File: src/rtl/cov_bin_monitor.sv
// Observation-side coverage monitor for a 3-input DUT: tracks which {a,b,c} combinations
// were seen, counts hits per bin, and checks z against a truth table.
module cov_bin_monitor #(
    parameter logic [7:0]  TRUTH_TABLE = 8'hE8,
    parameter int unsigned CNT_W       = 8
) (
    input  logic             clk,
    input  logic             rst_n,
    input  logic             sample_vld,
    input  logic             a,
    input  logic             b,
    input  logic             c,
    input  logic             z,
    input  logic             clr,
    input  logic [2:0]       rd_bin,
    output logic [CNT_W-1:0] rd_cnt,
    output logic [7:0]       hit_map,
    output logic [3:0]       cov_cnt,
    output logic             cov_done,
    output logic             err,
    output logic [CNT_W-1:0] err_cnt,
    output logic             first_err_vld,
    output logic [2:0]       first_err_vec
);

    localparam logic [1:0] StEmpty   = 2'd0;
    localparam logic [1:0] StCollect = 2'd1;
    localparam logic [1:0] StDone    = 2'd2;

    localparam logic [CNT_W-1:0] CntOne = CNT_W'(1);
    localparam logic [CNT_W-1:0] CntMax = '1;

    logic [1:0]       state_q, state_d;
    logic [CNT_W-1:0] cnt_q [8];
    logic [CNT_W-1:0] cnt_d [8];
    logic [7:0]       hit_map_q, hit_map_d;
    logic [3:0]       cov_cnt_q, cov_cnt_d;
    logic             err_q, err_d;
    logic [CNT_W-1:0] err_cnt_q, err_cnt_d;
    logic             first_err_vld_q, first_err_vld_d;
    logic [2:0]       first_err_vec_q, first_err_vec_d;

    logic [2:0] idx;
    logic       accept;
    logic       mismatch;
    logic       new_bin;

    assign idx      = {a, b, c};
    assign accept   = sample_vld & ~clr;
    assign mismatch = accept & (z != TRUTH_TABLE[idx]);
    assign new_bin  = accept & ~hit_map_q[idx];

    always_comb begin
        state_d         = state_q;
        cnt_d           = cnt_q;
        hit_map_d       = hit_map_q;
        cov_cnt_d       = cov_cnt_q;
        err_d           = 1'b0;
        err_cnt_d       = err_cnt_q;
        first_err_vld_d = first_err_vld_q;
        first_err_vec_d = first_err_vec_q;

        if (clr) begin
            state_d         = StEmpty;
            for (int i = 0; i < 8; i++) cnt_d[i] = '0;
            hit_map_d       = '0;
            cov_cnt_d       = '0;
            err_cnt_d       = '0;
            first_err_vld_d = 1'b0;
            first_err_vec_d = '0;
        end else if (accept) begin
            hit_map_d[idx] = 1'b1;
            if (cnt_q[idx] != CntMax) cnt_d[idx] = cnt_q[idx] + CntOne;
            if (new_bin) cov_cnt_d = cov_cnt_q + 4'd1;

            if (mismatch) begin
                err_d = 1'b1;
                if (err_cnt_q != CntMax) err_cnt_d = err_cnt_q + CntOne;
                if (!first_err_vld_q) begin
                    first_err_vld_d = 1'b1;
                    first_err_vec_d = idx;
                end
            end

            case (state_q)
                StEmpty:   state_d = (new_bin && cov_cnt_q == 4'd7) ? StDone : StCollect;
                StCollect: if (new_bin && cov_cnt_q == 4'd7) state_d = StDone;
                StDone:    state_d = StDone;
                default:   state_d = StEmpty;
            endcase
        end else if (state_q == 2'd3) begin
            // Recover from the unused encoding
            state_d = StEmpty;
        end
    end

    always_ff @(posedge clk or negedge rst_n) begin
        if (!rst_n) begin
            state_q         <= StEmpty;
            for (int i = 0; i < 8; i++) cnt_q[i] <= '0;
            hit_map_q       <= '0;
            cov_cnt_q       <= '0;
            err_q           <= 1'b0;
            err_cnt_q       <= '0;
            first_err_vld_q <= 1'b0;
            first_err_vec_q <= '0;
        end else begin
            state_q         <= state_d;
            for (int i = 0; i < 8; i++) cnt_q[i] <= cnt_d[i];
            hit_map_q       <= hit_map_d;
            cov_cnt_q       <= cov_cnt_d;
            err_q           <= err_d;
            err_cnt_q       <= err_cnt_d;
            first_err_vld_q <= first_err_vld_d;
            first_err_vec_q <= first_err_vec_d;
        end
    end

    assign rd_cnt        = cnt_q[rd_bin];
    assign hit_map       = hit_map_q;
    assign cov_cnt       = cov_cnt_q;
    assign cov_done      = (state_q == StDone);
    assign err           = err_q;
    assign err_cnt       = err_cnt_q;
    assign first_err_vld = first_err_vld_q;
    assign first_err_vec = first_err_vec_q;

endmodule

File: config.mk
export PLATFORM = sky130hd
export DESIGN_NAME = cov_bin_monitor
export DESIGN_NICKNAME = d
export VERILOG_FILES = /design/src/rtl/cov_bin_monitor.sv
export SDC_FILE = /design/constraint.sdc
export NUM_CORES = 1
export LEC_CHECK = 0
export ABC_AREA = 0
export CAP_MARGIN = 15
export CORE_MARGIN = 2
export CORE_UTILIZATION = 46
export DETAILED_ROUTE_END_ITERATION = 12
export PLACE_DENSITY = 0.7
export SETUP_SLACK_MARGIN = 0.3
export SYNTH_ARGS = -nofsm -noshare
export SYNTH_HDL_FRONTEND = slang
export SYNTH_SLANG_ARGS = --single-unit
File: constraint.sdc
create_clock -name clk -period 5.4 [get_ports clk]
set_clock_uncertainty 0.2 [all_clocks]
set_input_delay 0.81 -clock clk [delete_from_list [all_inputs] [get_ports clk]]
set_output_delay 0.81 -clock clk [all_outputs]
set_load 0.01 [all_outputs]
==> impl_results.md, run 1 <==
* PortBufs at 44
* Status: finished clean
* Kind of cell adding the most delay to the critical path: buffers and inverters
* Buffers and inverters on the worst path at 4
* I/O pin count at between 40 and 50
* Crit path cell chain: clkdlybuf4s50_1 -> buf_12 -> nor2b_1 -> o2bb2ai_1 -> a2bb2oi_1 -> buf_4 -> inv_1 -> ha_1 -> nand3_1 -> or4b_1 -> o21ai_2 -> a221o_1
* Ys Warns at 0
* Crit. End Element: flop
* Peak supply drop at between 0.1 and 0.15 mV
* Area contributors post-synth: dfrtp_1, mux4_2, a22o_1
* Max Cap Viol at 0
* Relative slew slack at 32.2%
* First-pass GRT wire length at about 23 mm
* Tmin final at roughly 4.5 ns
* Nets at about 500
* Yosys reg bits at between 90 and 100
* Pins Over Slew Limit at 0
* Crit-path max cell delay at 0.80 ns
* Post-synthesis sequential area ratio at roughly 44%
* Pre-antenna DRT Iters at 5
* DR vias at around 4000
* HPWL after DPL at slightly below 10 mm
* RSZ-0062 raised after global routing: false
* Final setup fails at 0
* Fraction of the cycle the final worst path needs at approximately 83%
* Top-count cell post-synth: dfrtp_1
* Fill cell count at between 900 and 1000
* Drc violations at 0
* Layout Utilization at 54.6%
* Post-synth ARST share at 100%
* Tot Pwr at 1.45 mW
* Synth top area share at 44.3%
* # hold bufs at CTS at 0
* Syn Area/Cell at ~12 um2
* Total setup buffers inserted after CTS at 0
* GPL Wtd Cong at 0.903
* Crit path max-delay cell type: or4b_1
* Wirelength per Cell at between 20 and 25 um
* Core Rows at 38
* Share of cells above drive strength 1 at between 15 and 20%
* Clock Sinks at between 90 and 100
* CTS Buffer Depth at 2
* Drt first-iter violations at ~360
* Initial core utilization at 47.2%
* CTS tree: done
* Gr ovfl total at 0
* Post-route setup slack at about 0.94 ns
* Final wirelength at between 10 and 15 mm
* CTS resizes at 0
* Crit path max fanout at 26
* Vias in the first global route at just under 4000
* Crit path kind: in2reg
* Area of the die at 12000 um2
* Die Wd at approximately 110 um
* Total Neg Setup Slack at 0 ns
* Antenna Cells at 0
* Worst-Margin Slew at between 1 and 1.5 ns
* Reg clk slew, reported paths at roughly 0.08 ns
* Later-pin clock latency in the skew report at around 0.37 ns
* Final Hold Fails at 0
* Via/cell ratio at about 6.6
* Largest net degree at the start of global routing at 57
* Initial antenna violation count at 0
* Post-DRT Antenna Nets at 0
* Die Span Y at roughly 110 um
* Synthesized Nets at about 460
* Netlist cell types at 53
* Synth area leader: dfrtp_1
* Synth cell count leaders: dfrtp_1, a22o_1, nor2_1, nand2_1, mux4_2
* Post-Place Worst Slack at 0.600 ns
* Area grow syn2layout at 15.8%
* Tot GR Track Use at about 25%
* EDFF count, synth at 0
* Crit path required time at ~5.5 ns
* CTS Root Cell: clkbuf_8
* PwrDens at between 200 and 250 nW/um2
* CTS Buf Count at 9
* H-tree levels at 3
* LEAKAGE at 2.64 nW
* Synthesized instance count at ~440
* Type of the worst min-delay path: in2async
* Primary FF master, synth: dfrtp_1
* Highest Clock Rate at between 0.2 and 0.25 GHz
* Core Box Area at 10900 um2
* Arrival @ worst endpoint at ~4.6 ns
* Post-Syn Area at ~5100 um2
* Worst setup SP type: primary input
==> through the flow <==
stage / hold WS, ns / std cells / cell area [um2]
floorplan: 0.274 / 438 / 5140
detailed placement: 0.298 / 604 / 5710
finish: 0.184 / 620 / 5950
global route: 0.213 / 620 / 5950
CTS: 0.200 / 620 / 5950
global placement: 0.290 / 604 / 5710
==> layout make-up <==
cell class,count,area (um2),area share [%]
Clock inverter,3,68.8,1.16
Timing Repair Buffer,59,563,9.47
Inverter,11,41.3,0.694
Sequential cell,91,2280,38.3
Tap cell,140,175,2.94
Multi-Input combinational cell,303,2650,44.6
Clock buffer,13,169,2.84
==> cells in the final DEF (no fill, tap or decap), types with 6 or more instances in the layout <==
master	n
dfrtp_1	91
a22o_1	50
clkdlybuf4s50_1	43
nor2_1	33
nand2_1	23
mux4_2	21
mux2i_1	17
buf_4	15
mux2_2	14
nand3_1	12
clkbuf_8	12
a32o_1	11
a21oi_1	10
inv_1	10
a221o_1	8
xnor2_1	8
o21ai_2	7
xor2_1	7
ha_1	7
a2111oi_0	6
==> final timing paths <==
path | start | slack, ns | cells after the start | to
setup / recovery | b | 0.94 | 12 | cnt_q[47]
hold / removal | rst_n | 0.18 | 1 | err_cnt[6]
setup reg to reg | cnt_q[57] | 1.88 | 9 | cnt_q[47]
hold reg to reg | first_err_vld | 0.31 | 1 | first_err_vld
max in group asynchronous | rst_n | 3.73 | 2 | cnt_q[36]
min in group clk | first_err_vld | 0.31 | 1 | first_err_vld
==> registers in the layout, indices dropped and copies added (netlist names) <==
register and count:
first_err_vld 1, state_q 2, err_cnt 8, first_err_vec 3, hit_map 8, cnt_q 64, cov_cnt 4, err 1
==> metal layers <==
metal	vias up	global-route usage [%]	share of wire [%]
met5	-	0	0
met4	0	11.6	3.9
li1	1770	-	-
met1	2056	35.7	43
met2	186	37.9	46
met3	54	5.63	7.1
==> kinds of logic (layout without fill, tap and decap cells) <==
kind of cell               after synthesis  in the layout  share of synthesized area (%)
DFF                                     91             91                           44.3
and+or+nand+nor                        108            108                           10.8
adders and majority gates                8              8                           1.90
AOI/OAI and AO/OA                      116            116                           18.9
buffers and inverters                   44             86                           4.14
xor gates and xnor gates                15             15                           2.56
muxes                                   56             56                           17.4
==> report_power, final <==
part	leakage, nW	switching (mW)	total [mW]	internal [mW]
Sequential	1.26	0.0170	0.714	0.697
Combinational	1.26	0.113	0.191	0.0780
Clock	0.120	0.242	0.542	0.300
No activity file was read; power rests on OpenSTA's default activity.
==> run 2: changes to the inputs <==
--- a/config.mk
+++ b/config.mk
@@ -10,7 +10,7 @@
 export CORE_MARGIN = 2
 export CORE_UTILIZATION = 46
 export DETAILED_ROUTE_END_ITERATION = 12
-export PLACE_DENSITY = 0.7
+export PLACE_DENSITY = 0.72
 export SETUP_SLACK_MARGIN = 0.3
 export SYNTH_ARGS = -nofsm -noshare
 export SYNTH_HDL_FRONTEND = slang
==> constraint.sdc (replaced) <==
create_clock -name clk -period 3.8 [get_ports clk]
set_clock_uncertainty 0.2 [all_clocks]
set_input_delay 0.57 -clock clk [delete_from_list [all_inputs] [get_ports clk]]
set_output_delay 0.57 -clock clk [all_outputs]
set_load 0.01 [all_outputs]
==> impl_results.md, run 2 (synthesized netlist as in run 1, its figures left out) <==
* Die Wd at ~110 um
* Post-DRT Antenna Nets at 0
* Crit. End Element: flop
* First-pass GRT wire length at 23.5 mm
* Crit path required time at between 3 and 4 ns
* Crit path kind: in2reg
* Nets at 542
* # hold bufs at CTS at 0
* Die Span Y at approximately 110 um
* Relative slew slack at between 40% and 50%
* Final setup fails at 0
* DR vias at between 4000 and 5000
* Initial antenna violation count at 1
* Fill cell count at a little over 900
* Crit. Startpoint: c
* Most common cell after layout, fill and taps aside: dfrtp_1
* Layout Utilization at 58.5%
* Share of cells above drive strength 1 at 25.1%
* H-tree levels at 3
* LEAKAGE at slightly below 3 nW
* GPL Wtd Cong at 0.952
* Final instance area at 6370 um2
* Max reg flops at 64
* Final std cells w/o fill at between 600 and 700
* Cell Area, Placed at about 6100 um2
* Crit path max fanout at 11
* Tmin final at 3.40 ns
* CTS Buf Count at 9
* Gr ovfl total at 0
* Post-route setup slack at between 0.3 and 0.4 ns
* Initial core utilization at 47.2%
* Type of the worst min-delay path: in2async
* Drt first-iter violations at 340
* Tot GR Track Use at 26.4%
* PortBufs at 44
* Drc violations at 0
* Worst setup SP type: primary input
* Area grow syn2layout at 24.0%
* Final wirelength at 14.9 mm
* Highest Clock Rate at between 0.2 and 0.3 GHz
* Later-pin clock latency in the skew report at between 0.3 and 0.4 ns
* Most frequent cells in the layout: dfrtp_1, buf_4, a22o_1
* Worst-Margin Slew at 0.792 ns
* Post-Place Worst Slack at -0.329 ns
* PwrDens at ~320 nW/um2
* CTS tree: done
* Peak supply drop at between 0.2 and 0.25 mV
* Core Rows at 38
* Core Box Area at approximately 11000 um2
* Top reg by flops: cnt_q
* Arrival @ worst endpoint at ~3.5 ns
* Placed cell count at 649
* Vias in the first global route at ~4100
* Via/cell ratio at roughly 6.4
* Largest net degree at the start of global routing at 60
* Status: finished clean
* Max Cap Viol at 0
* Final Hold Fails at 0
* Pins Over Slew Limit at 0
* Reg clk slew, reported paths at ~0.10 ns
* HPWL after DPL at between 10 and 15 mm
* I/O pin count at 45
* Total Neg Setup Slack at 0 ns
* CTS Buffer Depth at 2
* CTS Root Cell: clkbuf_8
* Worst r2r src: cnt_q[57]
* Clock Sinks at 91
* Fraction of the cycle the final worst path needs at 89.5%
* Area of the die at approximately 12000 um2
* Pre-antenna DRT Iters at 7
* FF-to-FF path depth at 11
* Wirelength per Cell at 22.2 um
* RSZ-0062 raised after global routing: true
## run 2: metal layers
| layer | part of all wire (%) | vias to the layer above | track usage, % |
|---|---|---|---|
| li1 | - | 1868 | - |
| met1 | 43 | 2147 | 36.9 |
| met2 | 46 | 220 | 39.9 |
| met3 | 8.0 | 42 | 6.46 |
| met4 | 3.0 | 0 | 9.86 |
| met5 | 0 | - | 0 |
## run 2: what timing repair did
item / CTS / global route
setup endpoints to repair: 42 / 59
setup buffers: 0 / 4
gates resized for setup: 1 / 12
pin swaps: 0 / 2
## run 2: power by group
part	total, mW	internal [mW]	switching (mW)
registers	1.01	0.990	0.0230
logic	0.308	0.136	0.172
clock network	0.696	0.342	0.353
## run 2: layout make-up
| type | instances | area (um2) | share of cell area, % |
|---|---|---|---|
| Clock buffer | 13 | 159 | 2.49 |
| Sequential cell | 91 | 2280 | 35.7 |
| Clock inverter | 3 | 46.3 | 0.726 |
| Antenna cell | 1 | 2.50 | 0.0393 |
| Multi-Input combinational cell | 303 | 2700 | 42.4 |
| Timing Repair Buffer | 108 | 968 | 15.2 |
| Inverter | 11 | 41.3 | 0.648 |
| Tap cell | 140 | 175 | 2.75 |
## run 2: through the flow
stage                     hold slack [ns]  power, mW
final                              0.0561       2.02
after floorplan                    0.0744       1.18
after global routing                0.103       2.10
after CTS                          0.0838       2.01
after detailed placement            0.300       1.33
after global placement              0.290       1.33
## run 2: worst max-delay path: stages
cell,delay [ns]
clkdlybuf4s50_1,0.45
buf_4,0.17
buf_4,0.24
mux4_2,0.53
mux2i_1,0.36
or2_4,0.24
nor4b_4,0.06
buf_4,0.18
buf_4,0.13
a2111oi_0,0.40
a221o_1,0.18
## run 2: final timing paths
check                             end  slack (ns)
max in group asynchronous   cnt_q[33]        2.61
setup / recovery             cnt_q[7]        0.40
setup reg to reg             cnt_q[3]        0.85
hold reg to reg            hit_map[3]        0.32
min in group clk           hit_map[3]        0.32
hold / removal             cov_cnt[3]        0.06
==> run 3: changes to the inputs <==
==> constraint.sdc (replaced) <==
create_clock -name clk -period 2.7 [get_ports clk]
set_clock_uncertainty 0.2 [all_clocks]
set_input_delay 0.405 -clock clk [delete_from_list [all_inputs] [get_ports clk]]
set_output_delay 0.405 -clock clk [all_outputs]
set_load 0.01 [all_outputs]
==> impl_results.md, run 3 (synthesized netlist as in run 1, its figures left out) <==
* Largest net degree at the start of global routing at 42
* Area grow syn2layout at 39.2%
* I/O pin count at 45
* Core Box Area at 10900 um2
* Clk pwr share at between 30 and 40%
* Crit. End Element: flop
* Worst-Margin Slew at 0.820 ns
* Crit path max fanout at 6
* WHS at 0.332 ns
* First-pass GRT wire length at 24.9 mm
* CTS Buf Count at 9
* Tmin final at 2.75 ns
* Fraction of the cycle the final worst path needs at 102%
* Hold path cells at 1
* LEAKAGE at 3.29 nW
* Pins Over Slew Limit at 0
* Drt first-iter violations at 286
* Initial antenna violation count at 0
* Later-pin clock latency in the skew report at between 0.3 and 0.4 ns
* Placed cell count at 689
* Highest Clock Rate at approximately 0.36 GHz
* Area of the die at about 12000 um2
* Sequential power share at about half
* Core Rows at 38
* Die Span Y at 110 um
* Post-DRT Antenna Nets at 0
* Total Neg Setup Slack at -0.666 ns
* Most common cell after layout, fill and taps aside: dfrtp_1
* CTS Root Cell: clkbuf_8
* HPWL after DPL at 11.1 mm
* Crit path kind: reg2reg
* Vias in the first global route at between 4000 and 5000
* Final setup fails at 25
* Post-route setup slack at -0.0520 ns
* Via/cell ratio at 6.41
* Type of the worst min-delay path: reg2reg
* Max reg flops at 64
* H-tree levels at 3
* Peak supply drop at 0.310 mV
* Antenna Cells at 0
* PortBufs at 44
* Tot GR Track Use at between 20% and 30%
* Switching power at 0.782 mW
* Clock Sinks at about 90
* PwrDens at around 390 nW/um2
* Final wirelength at 16.5 mm
* CTS tree: done
* Drc violations at 0
* Switching Share at approximately 28%
* Top reg by flops: cnt_q
* Layout Utilization at about two thirds
* Arrival @ worst endpoint at 2.86 ns
* Wirelength per Cell at between 20 and 25 um
* Share of cells above drive strength 1 at around 39%
* Combinational power share at approximately a fifth
* GPL Wtd Cong at about 0.95
* DR vias at ~4600
* Nets at between 500 and 600
* Crit path required time at 2.81 ns
* RSZ-0062 raised after global routing: true
* Violated checks: setup timing
* Die Wd at ~110 um
* Status: finished with violations
* Relative slew slack at between 40 and 50%
* Internal Power at roughly 2.0 mW
* Final std cells w/o fill at 720
* Initial core utilization at a little under half
* Max Cap Viol at 0
* Pre-antenna DRT Iters at 5
* Most frequent cells in the layout: dfrtp_1, buf_4, a22o_1
* CTS Buffer Depth at 2
* Final Hold Fails at 0
* Worst setup SP type: flop
* Gr ovfl total at 0
* Reg clk slew, reported paths at 0.08 ns
* FF-to-FF path depth at 11
-- run 3: worst paths after layout --
path | start | end | slack [ns]
min reg2reg | first_err_vld | first_err_vld | 0.33
max | cnt_q[57] | cnt_q[26] | -0.05
min | first_err_vld | first_err_vld | 0.33
min in group asynchronous | rst_n | err_cnt[5] | 0.38
max reg2reg | cnt_q[57] | cnt_q[26] | -0.05
max in group asynchronous | rst_n | cnt_q[41] | 1.25
-- run 3: what timing repair did --
action / in CTS / in global routing
hold buffers: 1 / 0
gates cloned: 4 / 0
endpoints found under the hold margin: 39 / 0
pin swaps: 18 / 3
setup buffers: 9 / 4
endpoints found under the setup margin: 88 / 76
gates resized for setup: 83 / 24
-- run 3: cell type report --
class,instances,area [um2]
fillers,771,3740
inverters,11,42.5
clock inverters,2,13.8
clock buffers,11,151
multi-input cells,303,2930
flip-flops and latches,91,2280
well taps,140,175
repair buffers,162,1560
-- run 3: critical path, cell delays in order (launching register included) --
cell and delay, ns:
dfrtp_1 0.35, or3b_4 0.38, a21oi_2 0.13, a211oi_2 0.07, inv_1 0.11, ha_4 0.15
nand3_4 0.06, or4b_4 0.52, buf_6 0.16, o21ai_4 0.25, buf_12 0.17, a22o_1 0.14
-- run 3: per-stage QoR --
step / total power, mW / instance area, um2 / setup WS [ns]
4_1_cts: 2.78 / 7020 / -0.0411
2_1_floorplan: 1.68 / 5260 / -0.280
3_5_place_dp: 1.93 / 6550 / -0.878
5_1_grt: 2.90 / 7150 / -0.163
6_report: 2.80 / 7150 / -0.0520
3_3_place_gp: 1.92 / 6550 / -0.852
-- run 3: routing by layer --
layer	GRT usage [%]	vias up	part of all wire, %	routed length (um)
li1	-	1966	-	-
met1	38.2	2344	41	6690
met2	42.9	252	48	7870
met3	6.82	50	8.1	1350
met4	12.7	0	3.7	617
met5	0	-	0	0
-- run 3: power groups by stage --
stage | combinational, mW | clock [mW] | sequential, mW
2_1_floorplan | 0.224 | 0 | 1.45
3_3_place_gp | 0.468 | 0 | 1.45
3_5_place_dp | 0.480 | 0 | 1.45
4_1_cts | 0.516 | 0.843 | 1.43
5_1_grt | 0.562 | 0.905 | 1.43
6_report | 0.533 | 0.844 | 1.43
